## config.mk

```make
export PLATFORM = sky130hd
export DESIGN_NAME = branch_ctrl
export DESIGN_NICKNAME = d
export VERILOG_FILES = /design/src/rtl/branch_ctrl.sv
export SDC_FILE = /design/constraint.sdc
export NUM_CORES = 2
export LEC_CHECK = 0
export CORE_MARGIN = 2
export CORE_UTILIZATION = 51
export CTS_CLUSTER_DIAMETER = 60
export DETAILED_ROUTE_END_ITERATION = 16
export GPL_ROUTABILITY_DRIVEN = 0
export PLACE_DENSITY = 0.7
export SETUP_SLACK_MARGIN = 0.15
export SLEW_MARGIN = 5
export SYNTH_ARGS = -nofsm -noshare
export SYNTH_HDL_FRONTEND = slang
export SYNTH_SLANG_ARGS = --single-unit
```

## constraint.sdc

```tcl
create_clock -name clk -period 5.6 [get_ports clk]
set_input_delay 0.56 -clock clk [delete_from_list [all_inputs] [get_ports clk]]
set_output_delay 0.56 -clock clk [all_outputs]
set_load 0.01 [all_outputs]
```

## src/rtl/branch_ctrl.sv

```systemverilog
// Branch predictor (direct-mapped BTB + 2-bit counters) and mispredict redirect controller.
// Predicts in IF, resolves and updates in EX, redirects fetch via a valid/ready handshake.
module branch_ctrl #(
    parameter int unsigned XLEN  = 32,
    parameter int unsigned IDX_W = 4,
    parameter int unsigned TAG_W = 8,
    parameter int unsigned CNT_W = 32
) (
    input  logic             clk,
    input  logic             rst_n,
    input  logic [XLEN-1:0]  if_pc,
    output logic             pred_taken,
    output logic [XLEN-1:0]  pred_target,
    input  logic             ex_valid,
    input  logic             ex_is_branch,
    input  logic             ex_is_jump,
    input  logic             ex_taken,
    input  logic [XLEN-1:0]  ex_pc,
    input  logic [XLEN-1:0]  ex_target,
    input  logic             ex_pred_taken,
    input  logic [XLEN-1:0]  ex_pred_target,
    output logic             redirect_valid,
    output logic [XLEN-1:0]  redirect_pc,
    input  logic             redirect_ready,
    output logic             flush,
    output logic [CNT_W-1:0] stat_branches,
    output logic [CNT_W-1:0] stat_mispredicts
);

    localparam int unsigned Entries = 2 ** IDX_W;
    localparam logic [XLEN-1:0] PcInc = XLEN'(4);

    typedef enum logic [0:0] {StIdle, StRedirect} state_e;

    state_e            state_q, state_d;
    logic              redirect_valid_q, redirect_valid_d;
    logic [XLEN-1:0]   redirect_pc_q, redirect_pc_d;
    logic              flush_q, flush_d;
    logic [CNT_W-1:0]  branches_q, branches_d;
    logic [CNT_W-1:0]  mispredicts_q, mispredicts_d;

    logic              valid_q [Entries];
    logic [TAG_W-1:0]  tag_q   [Entries];
    logic [XLEN-1:0]   tgt_q   [Entries];
    logic [1:0]        cnt_q   [Entries];

    logic [IDX_W-1:0]  if_idx, ex_idx;
    logic [TAG_W-1:0]  if_tag, ex_tag;
    logic              if_hit, ex_hit;
    logic              resolve, actual_taken, mispredict;
    logic [XLEN-1:0]   actual_next;

    logic              upd_en;
    logic [1:0]        upd_cnt;
    logic [XLEN-1:0]   upd_tgt;

    // The carried prediction bit is implied by ex_pred_target; only the target is compared.
    logic unused_pred_taken;
    assign unused_pred_taken = ex_pred_taken;

    assign if_idx = if_pc[IDX_W+1:2];
    assign if_tag = if_pc[IDX_W+2 +: TAG_W];
    assign ex_idx = ex_pc[IDX_W+1:2];
    assign ex_tag = ex_pc[IDX_W+2 +: TAG_W];

    assign if_hit      = valid_q[if_idx] && (tag_q[if_idx] == if_tag);
    assign pred_taken  = if_hit && cnt_q[if_idx][1];
    assign pred_target = pred_taken ? tgt_q[if_idx] : if_pc + PcInc;

    assign ex_hit       = valid_q[ex_idx] && (tag_q[ex_idx] == ex_tag);
    assign resolve      = (state_q == StIdle) && ex_valid && (ex_is_branch || ex_is_jump);
    assign actual_taken = ex_is_jump || ex_taken;
    assign actual_next  = actual_taken ? ex_target : ex_pc + PcInc;
    assign mispredict   = actual_next != ex_pred_target;

    always_comb begin
        upd_en  = 1'b0;
        upd_cnt = cnt_q[ex_idx];
        upd_tgt = tgt_q[ex_idx];
        if (resolve) begin
            if (ex_hit) begin
                upd_en = 1'b1;
                if (actual_taken) begin
                    upd_cnt = (cnt_q[ex_idx] == 2'd3) ? 2'd3 : cnt_q[ex_idx] + 2'd1;
                    upd_tgt = ex_target;
                end else begin
                    upd_cnt = (cnt_q[ex_idx] == 2'd0) ? 2'd0 : cnt_q[ex_idx] - 2'd1;
                end
            end else if (actual_taken) begin
                upd_en  = 1'b1;
                upd_cnt = ex_is_jump ? 2'd3 : 2'd2;
                upd_tgt = ex_target;
            end
        end
    end

    always_comb begin
        state_d          = state_q;
        redirect_valid_d = redirect_valid_q;
        redirect_pc_d    = redirect_pc_q;
        flush_d          = 1'b0;
        branches_d       = branches_q;
        mispredicts_d    = mispredicts_q;
        unique case (state_q)
            StIdle: begin
                if (resolve) begin
                    branches_d = branches_q + CNT_W'(1);
                    if (mispredict) begin
                        mispredicts_d    = mispredicts_q + CNT_W'(1);
                        redirect_pc_d    = actual_next;
                        redirect_valid_d = 1'b1;
                        flush_d          = 1'b1;
                        state_d          = StRedirect;
                    end
                end
            end
            StRedirect: begin
                if (redirect_ready) begin
                    redirect_valid_d = 1'b0;
                    state_d          = StIdle;
                end
            end
            default: state_d = StIdle;
        endcase
    end

    always_ff @(posedge clk or negedge rst_n) begin
        if (!rst_n) begin
            state_q          <= StIdle;
            redirect_valid_q <= 1'b0;
            redirect_pc_q    <= '0;
            flush_q          <= 1'b0;
            branches_q       <= '0;
            mispredicts_q    <= '0;
            for (int i = 0; i < Entries; i++) begin
                valid_q[i] <= 1'b0;
                tag_q[i]   <= '0;
                tgt_q[i]   <= '0;
                cnt_q[i]   <= 2'b01;
            end
        end else begin
            state_q          <= state_d;
            redirect_valid_q <= redirect_valid_d;
            redirect_pc_q    <= redirect_pc_d;
            flush_q          <= flush_d;
            branches_q       <= branches_d;
            mispredicts_q    <= mispredicts_d;
            if (upd_en) begin
                valid_q[ex_idx] <= 1'b1;
                tag_q[ex_idx]   <= ex_tag;
                tgt_q[ex_idx]   <= upd_tgt;
                cnt_q[ex_idx]   <= upd_cnt;
            end
        end
    end

    assign redirect_valid   = redirect_valid_q;
    assign redirect_pc      = redirect_pc_q;
    assign flush            = flush_q;
    assign stat_branches    = branches_q;
    assign stat_mispredicts = mispredicts_q;

endmodule
```

==> metrics.md <==
| Metric | Value |
|---|---|
| Post-Synthesis Cell Area | roughly 44000 um2 |
| H-tree levels | 3 |
| Initial Util | just over 50% |
| Total Wirelength | 132000 um |
| CP max-delay cell | clkdlybuf4s50_1 |
| Min Tclk post-route | about 4800 ps |
| Violated checks | hold timing |
| Core Region | 85100 um2 |
| Setup repair after global routing missed its margin | false |
| Initial antenna violation count | 13 |
| Fin area | just over 50000 um2 |
| Syn Inst Count | approximately 3000 |
| CTS sink cnt | 787 |
| Number of core rows | 107 |
| Clock transition at path regs | around 50 ps |
| Initial DRC Count | approximately 2800 |
| CTS tree | done |
| Place WS | 600 ps |
| Top cell by count, worst path | mux4_2 |
| Die W | approximately 300 um |
| Post-synth EDFFs | 0 |
| Nature of the critical path startpoint | primary input |
| Post-synthesis register bit count | 787 |
| Crit-path cells | buf_8 > mux4_2 > mux4_2 > xnor2_1 > nand2_1 > nor3_1 > nand3_4 > buf_12 > a21oi_1 > clkdlybuf4s50_1 |
| Fmax | 207 MHz |
| Least-Margin Pin Slew | approximately 1200 ps |
| Top FF cell, synth | dfrtp_1 |
| Worst skew pair latency | around 660 ps |
| Leakage power | between 20 and 25 nW |
| CTS Buffer Depth | 3 |
| DR vias/cell | 6.61 |
| DIE AREA | about 90000 um2 |
| Largest stage delay, worst path | about 650 ps |
| Placed Instance Area | approximately 48000 um2 |
| Required time worst endpoint | 5040 ps |
| DR pass1 iterations | 6 |
| Pin count of the biggest net entering global routing | 138 |
| Syn-to-layout area delta | 16.1% |
| Synth warn | 0 |
| Crit Path Max Fanout | 58 |
| Total gr overflow | 0 |
| Fin cells | between 4000 and 5000 |
| Fin Clk Skew | just under 30 ps |
| Hold buffers post-CTS | 0 |
| Setup crit end kind | output pin |
| Run status | finished, violations left |
| Top Family by Delay on Critical Path | buffers and inverters |
| DRC viols | 0 |
| Vias in the first global route | around 31000 |
| Clock root buffer master | clkbuf_16 |
| Filler instances | ~6400 |
| WHS | -18.5 ps |
| Total CTS buffers | just over 90 |
| Post-DP HPWL | between 80000 and 90000 um |
| Async set or reset register ratio after synthesis | between 90% and 100% |
| Die height | ~300 um |
| Maximum VDD drop | 257 uV |
| Final net count | 3360 |
| Share of the synthesized area in the top cell type | 44.0% |
| Post-layout power | about 16 mW |
| Count leader, synth | dfrtp_1 |
| Mean post-synth cell area | roughly 14 um2 |
| Worst Hold Class | in2async |
| Total global-route track usage | 30.0% |
| CP Buf/Inv Count | 3 |
| Syn_nets | between 3000 and 4000 |
| Pwr dens | 313 nW/um2 |
| Worst setup margin | ~760 ps |
| Final slew viol count | 0 |
| Rel. slew slack | 20.5% |
| Synth cell count leaders | dfrtp_1 (771), mux2_2 (733), mux4_2 (384) |
| IO buf count | approximately 270 |
| Dpl cells | around 4300 |
| Worst Path Arrival | roughly 4300 ps |
| # Post-CTS Setup Buffers | 0 |
| First-pass GRT wire length | 200000 um |
| Antenna viol nets, final | 0 |
| Yosys cell types | 76 |
| Endpoints failing setup | 0 |
| Via count | roughly 30000 |
| Cts repair resizes | 0 |
| Ranking of synthesized cells by area | dfrtp_1 (44%), mux4_2 (20%), mux2_2 (19%) |
| Setup CP Type | in2out |
| Final core utilization | about 60% |
| I/O pin count | 267 |
| Seq/Total Area, Yosys | 45.0% |
| Final Hold Fails | 12 |
| Wirelength per Cell | ~30 um |
| Setup TNS | 0 ps |
| Share of cells above drive strength 1 | 44.7% |
| Synth area leader | dfrtp_1 |
| Max Cap Viol | 0 |
| Tcrit/Tclk final | between 80 and 90% |
==> layer usage <==
metal	part of all wire [%]	wire, um	track usage [%]
met5	0.014	18	0
met4	3.9	5100	12.2
met3	7.9	10400	5.85
met1	40	52400	40.1
met2	48	63900	48.4
==> kinds of logic after synthesis <==
family / share of synthesized area (%)
AO/OA/AOI/OAI: 2.76
flip-flops: 45.0
multiplexers: 40.0
adder cells (fa/ha/maj): 0.200
AND/OR/NAND/NOR: 5.44
XOR/XNOR: 3.46
buffers and inverters: 3.17
==> power by group <==
part	switching (mW)	total, mW	leakage (nW)	internal, mW
clock network	2.51	6.23	1.56	3.72
registers	0.510	6.86	10.6	6.35
logic	1.26	2.81	10.2	1.55
total	4.28	15.9	22.3	11.6
==> worst paths after layout <==
kind                                                  start  cells after the start  slack, ps                          endpoint
max in group asynchronous                             rst_n                      2       4140            tgt_q[206]$_DFFE_PN0P_
min in group clk           stat_mispredicts[31]$_DFFE_PN0P_                      1        470  stat_mispredicts[31]$_DFFE_PN0P_
min                                                   rst_n                      1        -20            tag_q[124]$_DFFE_PN0P_
max                                                if_pc[2]                     10        760                   pred_target[10]
min reg2reg                stat_mispredicts[31]$_DFFE_PN0P_                      1        470  stat_mispredicts[31]$_DFFE_PN0P_
max reg2reg                            tag_q[5]$_DFFE_PN0P_                      9       1410            tgt_q[302]$_DFFE_PN0P_
==> layout make-up <==
type                            instances  area (um2)  area share (%)
Clock buffer                          124        2630            5.16
Timing Repair Buffer                  362        3700            7.27
Tap cell                             1144        1430            2.81
Clock inverter                         45         531            1.04
Sequential cell                       787       19700            38.7
Antenna cell                            9        22.5          0.0443
Inverter                               19        71.3           0.140
Multi-Input combinational cell       1956       22800            44.8
==> cells in the final DEF, fill, tap and decap left out, drive strengths merged, types with 6 or more instances in the layout <==
master	count
a211oi	8
nor4b	7
xnor2	76
o22ai	11
or3	11
nor4	27
mux2	757
nor2b	12
or2	17
xor2	92
clkdlybuf4s50	256
nor2	81
a221oi	11
a311oi	6
dfstp	16
o21ai	27
diode	9
dfrtp	771
buf	106
clkbuf	124
nand3	49
nand2b	11
ha	7
a21oi	49
and3	35
o211ai	7
nand4	25
nand2	106
mux2i	29
and4	17
inv	25
mux4	384
clkinv	27
nor3b	6
a31oi	14
nor3	17
bufinv	9
==> flip-flops by register name (all words and copies together) (netlist names) <==
register and count:
stat_branches 32, valid_q 16, redirect_valid 1, tgt_q 512
stat_mispredicts 32, cnt_q 32, state_q 1, flush 1
redirect_pc 32, tag_q 128
Power figures use the tool's default switching activity.
